--- src/rtl/imem_loader_pkg.sv ---
// Shared definitions for the instruction-memory loader.
// Contents: loader state encoding (3 bits) and the instruction word size in bytes.
package imem_loader_pkg;

  typedef enum logic [2:0] {
    IDLE   = 3'd0,
    LEN_HI = 3'd1,
    LEN_LO = 3'd2,
    DATA   = 3'd3,
    WRITE  = 3'd4,
    CSUM   = 3'd5,
    DONE   = 3'd6,
    ERR    = 3'd7
  } state_t;

  localparam int unsigned WORD_BYTES = 4;

endpackage

--- src/rtl/imem_loader_if.sv ---
// Byte-stream input plus instruction-memory write port of the loader.
// Signals: in_byte/in_valid/in_ready (stream handshake),
//          wr_en/wr_addr/wr_data (memory write side).
// slave  : the loader (consumes the stream, drives the memory write).
// master : the environment (drives the stream, observes the writes).
interface imem_loader_if #(
  parameter int unsigned ADDR_W = 32
);
  logic [7:0]        in_byte;
  logic              in_valid;
  logic              in_ready;
  logic              wr_en;
  logic [ADDR_W-1:0] wr_addr;
  logic [31:0]       wr_data;

  modport master (
    output in_byte, in_valid,
    input  in_ready, wr_en, wr_addr, wr_data
  );

  modport slave (
    input  in_byte, in_valid,
    output in_ready, wr_en, wr_addr, wr_data
  );
endinterface

--- src/rtl/imem_loader_byte_assembler.sv ---
// Packs stream bytes MSB-first into a 32-bit instruction word and keeps the
// running XOR checksum of every data byte of the current image.
// Ports:
//   clk, clr      clock and synchronous active-high reset
//   load_clr_i    clears word, byte index and checksum for a new image
//   byte_en_i     a data byte is accepted this cycle
//   byte_i        the data byte
//   word_o        assembled word (valid once four bytes are in)
//   csum_o        XOR of all data bytes since load_clr_i
//   word_full_o   the byte accepted this cycle completes a word
module imem_loader_byte_assembler
  import imem_loader_pkg::*;
(
  input  logic        clk,
  input  logic        clr,
  input  logic        load_clr_i,
  input  logic        byte_en_i,
  input  logic [7:0]  byte_i,
  output logic [31:0] word_o,
  output logic [7:0]  csum_o,
  output logic        word_full_o
);

  logic [31:0] word_q;
  logic [1:0]  idx_q;
  logic [7:0]  csum_q;

  // The 2-bit index wraps to zero after the last byte, ready for the next word.
  always_ff @(posedge clk) begin
    if (clr || load_clr_i) begin
      word_q <= '0;
      idx_q  <= '0;
      csum_q <= '0;
    end else if (byte_en_i) begin
      word_q <= {word_q[23:0], byte_i};
      idx_q  <= idx_q + 2'd1;
      csum_q <= csum_q ^ byte_i;
    end
  end

  assign word_full_o = byte_en_i && (idx_q == 2'(WORD_BYTES - 1));
  assign word_o      = word_q;
  assign csum_o      = csum_q;

endmodule

--- src/rtl/imem_loader.sv ---
// Loads a program image from a byte stream into instruction memory while
// holding the CPU stalled. Image: 16-bit big-endian word count N, N 32-bit
// big-endian words, then a 1-byte XOR checksum over all data bytes.
// Ports:
//   clk, clr       clock and synchronous active-high reset (aborts any load)
//   start          one-cycle pulse, honoured in IDLE and ERR
//   bus (slave)    stream in_byte/in_valid/in_ready, memory wr_en/wr_addr/wr_data
//   cpu_hold       CPU stall while a load is in progress or failed
//   done           one-cycle pulse after a load with a good checksum
//   err            sticky error (oversize N or checksum mismatch)
//   words_loaded   words written in the current load
module imem_loader
  import imem_loader_pkg::*;
#(
  parameter int unsigned       ADDR_W      = 32,
  parameter logic [ADDR_W-1:0] BASE_ADDR   = '0,
  parameter int unsigned       DEPTH_WORDS = 256
) (
  input  logic          clk,
  input  logic          clr,
  input  logic          start,
  imem_loader_if.slave  bus,
  output logic          cpu_hold,
  output logic          done,
  output logic          err,
  output logic [15:0]   words_loaded
);

  state_t      state_q, state_d;
  logic [15:0] cnt_q;
  logic [15:0] wl_q;
  logic [15:0] len_full;
  logic        accept;
  logic        load_clr;
  logic        byte_en;
  logic [31:0] word;
  logic [7:0]  csum;
  logic        word_full;

  assign accept   = bus.in_valid && bus.in_ready;
  assign byte_en  = accept && (state_q == DATA);
  // Full count as it will be once the low byte in LEN_LO is taken.
  assign len_full = {cnt_q[15:8], bus.in_byte};

  imem_loader_byte_assembler u_asm (
    .clk        (clk),
    .clr        (clr),
    .load_clr_i (load_clr),
    .byte_en_i  (byte_en),
    .byte_i     (bus.in_byte),
    .word_o     (word),
    .csum_o     (csum),
    .word_full_o(word_full)
  );

  // State register
  always_ff @(posedge clk) begin
    if (clr) state_q <= IDLE;
    else     state_q <= state_d;
  end

  // Next-state logic
  always_comb begin
    state_d = state_q;
    unique case (state_q)
      IDLE:    if (start) state_d = LEN_HI;
      LEN_HI:  if (accept) state_d = LEN_LO;
      LEN_LO:
        if (accept) begin
          if (32'(len_full) > DEPTH_WORDS) state_d = ERR;
          else if (len_full == 16'd0)      state_d = CSUM;
          else                             state_d = DATA;
        end
      DATA:    if (word_full) state_d = WRITE;
      WRITE:   state_d = (wl_q + 16'd1 == cnt_q) ? CSUM : DATA;
      CSUM:    if (accept) state_d = (bus.in_byte == csum) ? DONE : ERR;
      DONE:    state_d = IDLE;
      ERR:     if (start) state_d = LEN_HI;
      default: state_d = IDLE;
    endcase
  end

  // Outputs decoded from the registered state only
  always_comb begin
    bus.in_ready = 1'b0;
    bus.wr_en    = 1'b0;
    done         = 1'b0;
    err          = 1'b0;
    cpu_hold     = 1'b1;
    load_clr     = 1'b0;
    unique case (state_q)
      IDLE:    cpu_hold = 1'b0;
      LEN_HI:  bus.in_ready = 1'b1;
      LEN_LO: begin
        bus.in_ready = 1'b1;
        load_clr     = 1'b1;
      end
      DATA:    bus.in_ready = 1'b1;
      WRITE:   bus.wr_en = 1'b1;
      CSUM:    bus.in_ready = 1'b1;
      DONE:    done = 1'b1;
      ERR:     err = 1'b1;
      default: ;
    endcase
  end

  // Word count and words-written counter
  always_ff @(posedge clk) begin
    if (clr) begin
      cnt_q <= '0;
      wl_q  <= '0;
    end else begin
      if (start && (state_q == IDLE || state_q == ERR)) wl_q <= '0;
      if (accept && state_q == LEN_HI) cnt_q[15:8] <= bus.in_byte;
      if (accept && state_q == LEN_LO) cnt_q[7:0]  <= bus.in_byte;
      if (state_q == WRITE) wl_q <= wl_q + 16'd1;
    end
  end

  assign bus.wr_addr  = BASE_ADDR + ADDR_W'(wl_q) * ADDR_W'(WORD_BYTES);
  assign bus.wr_data  = bus.wr_en ? word : '0;
  assign words_loaded = wl_q;

endmodule

--- src/flat_wrapper.sv ---
// flat-port wrapper written by rule: the top's interface ports become plain ports
module imem_loader_flat import imem_loader_pkg::*;
#(
  parameter int unsigned       ADDR_W      = 32,
  parameter logic [ADDR_W-1:0] BASE_ADDR   = '0,
  parameter int unsigned       DEPTH_WORDS = 256
)
  (clk, clr, start, cpu_hold, done, err, words_loaded, bus_in_byte, bus_in_valid, bus_in_ready, bus_wr_en, bus_wr_addr, bus_wr_data);
  imem_loader_if #(.ADDR_W(ADDR_W)) bus_i ();
  input  logic clk;
  input  logic clr;
  input  logic start;
  output logic cpu_hold;
  output logic done;
  output logic err;
  output logic [15:0] words_loaded;
  input wire logic [$bits(bus_i.in_byte)-1:0] bus_in_byte;
  input wire logic [$bits(bus_i.in_valid)-1:0] bus_in_valid;
  output wire logic [$bits(bus_i.in_ready)-1:0] bus_in_ready;
  output wire logic [$bits(bus_i.wr_en)-1:0] bus_wr_en;
  output wire logic [$bits(bus_i.wr_addr)-1:0] bus_wr_addr;
  output wire logic [$bits(bus_i.wr_data)-1:0] bus_wr_data;
  assign bus_i.in_byte = bus_in_byte;
  assign bus_i.in_valid = bus_in_valid;
  assign bus_in_ready = bus_i.in_ready;
  assign bus_wr_en = bus_i.wr_en;
  assign bus_wr_addr = bus_i.wr_addr;
  assign bus_wr_data = bus_i.wr_data;
  imem_loader #(.ADDR_W(ADDR_W), .BASE_ADDR(BASE_ADDR), .DEPTH_WORDS(DEPTH_WORDS)) u_core (.clk(clk), .clr(clr), .start(start), .bus(bus_i), .cpu_hold(cpu_hold), .done(done), .err(err), .words_loaded(words_loaded));
endmodule
--- config.mk ---
export PLATFORM = sky130hd
export DESIGN_NAME = imem_loader_flat
export DESIGN_NICKNAME = d
export VERILOG_FILES = /design/src/rtl/imem_loader_pkg.sv /design/src/rtl/imem_loader_if.sv /design/src/rtl/imem_loader_byte_assembler.sv /design/src/rtl/imem_loader.sv /design/src/flat_wrapper.sv
export SDC_FILE = /design/constraint.sdc
export NUM_CORES = 1
export LEC_CHECK = 0
export BUFFER_PORTS_ARGS = -buffer_cell sky130_fd_sc_hd__buf_4
export CAP_MARGIN = 40
export CORE_MARGIN = 2
export CORE_UTILIZATION = 45
export CTS_CLUSTER_DIAMETER = 60
export DETAILED_ROUTE_END_ITERATION = 6
export GPL_TIMING_DRIVEN = 0
export PLACE_DENSITY = 0.69
export SLEW_MARGIN = 25
export SYNTH_ARGS = -nofsm -noshare
export SYNTH_HDL_FRONTEND = slang
export SYNTH_SLANG_ARGS = --single-unit
--- constraint.sdc ---
create_clock -name clk -period 4.8 [get_ports clk]
set_clock_uncertainty 0.1 [all_clocks]
set_input_delay 0.48 -clock clk [delete_from_list [all_inputs] [get_ports clk]]
set_output_delay 0.48 -clock clk [all_outputs]
set_load 0.02 [all_outputs]
==> impl_metrics.env <==
export IMPL_status="finished clean"
export IMPL_h_tree_depth=3
export IMPL_syn2layout_area_growth_pct=23.47
export IMPL_end_kind="output port"
export IMPL_min_delay_start="bus_in_byte[0]"
export IMPL_dp_cells=751
export IMPL_post_dp_hpwl_um=8337
export IMPL_fp_coreArea_mm2=0.009153
export IMPL_clkPwrFrac=0.283
export IMPL_yosys_warnings=0
export IMPL_io_pins=97
export IMPL_hold_viol=0
export IMPL_ys_flop_type="dfxtp_1"
export IMPL_grt_pass1_wl_um=17540
export IMPL_rr_worst_depth=7
export IMPL_synth_distinct_cells=48
export IMPL_final_nets=665
export IMPL_synth_area_leader_cell="dfxtp_1"
export IMPL_clock_path_buffers=2
export IMPL_rsz0062_at_grt="no"
export IMPL_min_delay_path_depth=3
export IMPL_gp_congestion=0.9004
export IMPL_synth_top_area_share=0.3670
export IMPL_drc=0
export IMPL_vdd_drop_max_mv=0.1684
export IMPL_worstPathMaxFanout=10
export IMPL_p_sw_mw=0.6895
export IMPL_dieArea_mm2=0.01012
export IMPL_wire_per_inst_um=14.44
export IMPL_cap_viol_max_count=0
export IMPL_fin_crit_ps=2798
export IMPL_grt_pass1_vias=3570
export IMPL_dpl_instance_area_mm2=0.004981
export IMPL_fin_cells=767
export IMPL_critPathKind="flip-flop to output port"
export IMPL_yosysSeqAreaShare=0.3670
export IMPL_seqCellArea_mm2=0.001541
export IMPL_clock_sinks=77
export IMPL_antenna_found_initial=0
export IMPL_crit_arrival_ps=2220
export IMPL_startpoint_type="flip-flop"
export IMPL_multi_input_area_mm2=0.002290
export IMPL_switching_share=0.3817
export IMPL_clk_latency_ps=360
export IMPL_cts_tree="yes"
export IMPL_synthCells=547
export IMPL_clk_pin_slew_worst_paths_ps=80
export IMPL_drt_iter0_drc=239
export IMPL_fin_area_mm2=0.005186
export IMPL_num_vias=4038
export IMPL_avgSynthCellArea_um2=7.679
export IMPL_fin_setup_tns_ps=0
export IMPL_track_usage=0.2188
export IMPL_yosysMostFrequentCell="nand2_1"
export IMPL_internal_power_mw=1.117
export IMPL_cts_inserted_buffers=9
export IMPL_share_seq_of_total_power=0.395
export IMPL_drive_gt1_frac=0.2195
export IMPL_drt_first_pass_iters=6
export IMPL_postRouteAntennaNets=0
export IMPL_ys_ff_latch=77
export IMPL_reg2reg_from="u_core.words_loaded[0]"
export IMPL_tightest_slew_ps=663.0
export IMPL_wl_um=11080
export IMPL_synth_edf_count=0
export IMPL_diodes=0
export IMPL_root_buffer="clkbuf_8"
export IMPL_die_h_um=100.6
export IMPL_p_leak_nw=2.273
export IMPL_ctsResizeCount=0
export IMPL_synth_area_leaders="dfxtp_1, nand2_1, a21oi_1"
export IMPL_dieWidth_um=100.6
export IMPL_regToRegEndpoint="u_core.state_q[1]"
export IMPL_cts_setup_buffers=0
export IMPL_maxSlewHeadroom=0.5563
export IMPL_ys_top_cells_by_count="nand2_1, dfxtp_1, a21oi_1"
export IMPL_start_util=0.4589
export IMPL_avgViaCountPerCell=5.265
export IMPL_min_path_type="input pin to flip-flop"
export IMPL_grt_max_degree=16
export IMPL_period_share=0.5828
export IMPL_fmax_mhz=357.5
export IMPL_power_mw=1.806
export IMPL_grt_ovfl_total=0
export IMPL_p_per_area_mw_per_mm2=348.3
export IMPL_syn_area_mm2=0.004200
export IMPL_fill_cells=854
export IMPL_portBuffers=78
export IMPL_p_comb_frac=0.322
export IMPL_slew_violations=0
export IMPL_hold_path_end="u_core.cnt_q[0]"
export IMPL_hold_buffers=0
export IMPL_required_ps=4220
export IMPL_finalSetupViolations=0
export IMPL_r2r_slack_ps=2380
export IMPL_async_reset_ff_frac=0
export IMPL_rows=35
[critical path: stages, from the launching register on]
cell and delay (ps):
dfxtp_1 320, clkbuf_1 340, clkbuf_1 470, clkbuf_1 340, and3_1 240, buf_4 140
[power groups by stage]
stage | logic, mW | clock network [mW] | registers [mW]
after floorplan | 0.415 | 0 | 0.719
after global placement | 0.563 | 0 | 0.726
after detailed placement | 0.573 | 0 | 0.728
after CTS | 0.575 | 0.521 | 0.713
after global routing | 0.638 | 0.549 | 0.719
final | 0.582 | 0.511 | 0.714
[registers in the layout, summed over array words and instances, names as in the netlist]
signal,count
u_core.words_loaded,16
u_core.u_asm.word_o,32
u_core.u_asm.csum_o,8
u_core.u_asm.idx_q,2
u_core.cnt_q,16
u_core.state_q,3
[metrics by stage]
stage            util  hold slack, ps  worst slack [ps]
3_3_place_gp   0.5442           345.2              2317
4_1_cts        0.5666           297.4              1977
6_report       0.5666           304.4              2002
2_1_floorplan       -           331.9              2591
3_5_place_dp   0.5442           350.0              2375
5_1_grt        0.5666           306.9              1875
[cells in the final DEF (no fill, tap or decap), types with 7 or more instances in the layout]
| master | n |
|---|---|
| conb_1 | 16 |
| xnor2_1 | 19 |
| dfxtp_1 | 77 |
| clkbuf_8 | 9 |
| mux2i_1 | 10 |
| nand2_1 | 101 |
| buf_2 | 9 |
| clkbuf_1 | 29 |
| nor3_1 | 10 |
| nor2_1 | 44 |
| a21oi_1 | 62 |
| buf_4 | 110 |
| o21ai_0 | 18 |
| a31oi_1 | 7 |
| xor2_1 | 18 |
| and3_1 | 36 |
[logic make-up (layout without fill, tap and decap cells)]
family                     Yosys count  after routing  share of synthesized area
DFF                                 77             77                     0.3670
and+or+nand+nor                    237            237                     0.2821
AOI/OAI and AO/OA                  105            105                     0.1418
xor gates and xnor gates            37             37                    0.07715
muxes                               10             10                    0.02383
adders and majority gates            2              2                   0.005957
other                                1             16                  0.0008928
buffers and inverters               78            172                     0.1013
[worst max-delay path by stage]
stage / cells past startpoint / slack, ps / endpoint / from
after floorplan: 7 / 2590 / u_core.state_q[1] / u_core.words_loaded[0]
after global placement: 6 / 2320 / bus_wr_en / u_core.state_q[1]
after detailed placement: 6 / 2370 / bus_wr_en / u_core.state_q[1]
after CTS: 6 / 1980 / bus_wr_en / u_core.state_q[1]
after global routing: 6 / 1880 / bus_wr_en / u_core.state_q[1]
final: 5 / 2000 / bus_wr_data[5] / u_core.state_q[2]
[metal layers]
layer / global-route usage / wire (um) / vias up
li1: - / - / 2034
met1: 0.3011 / 5208 / 1856
met5: 0 / 0 / -
met2: 0.3462 / 5057 / 131
met4: 0.07376 / 179 / 0
met3: 0.03883 / 631 / 17
[cell type report]
class                           count  share of cell area
Buffer                             72             0.07768
Clock buffer                        9             0.02388
Tap cell                          111             0.02678
Multi-Input combinational cell    407              0.4415
Clock inverter                      7             0.01568
Inverter                            6            0.004343
Timing Repair Buffer               78              0.1129
Sequential cell                    77              0.2972
Note: power is estimated with default switching activity, not from simulation.
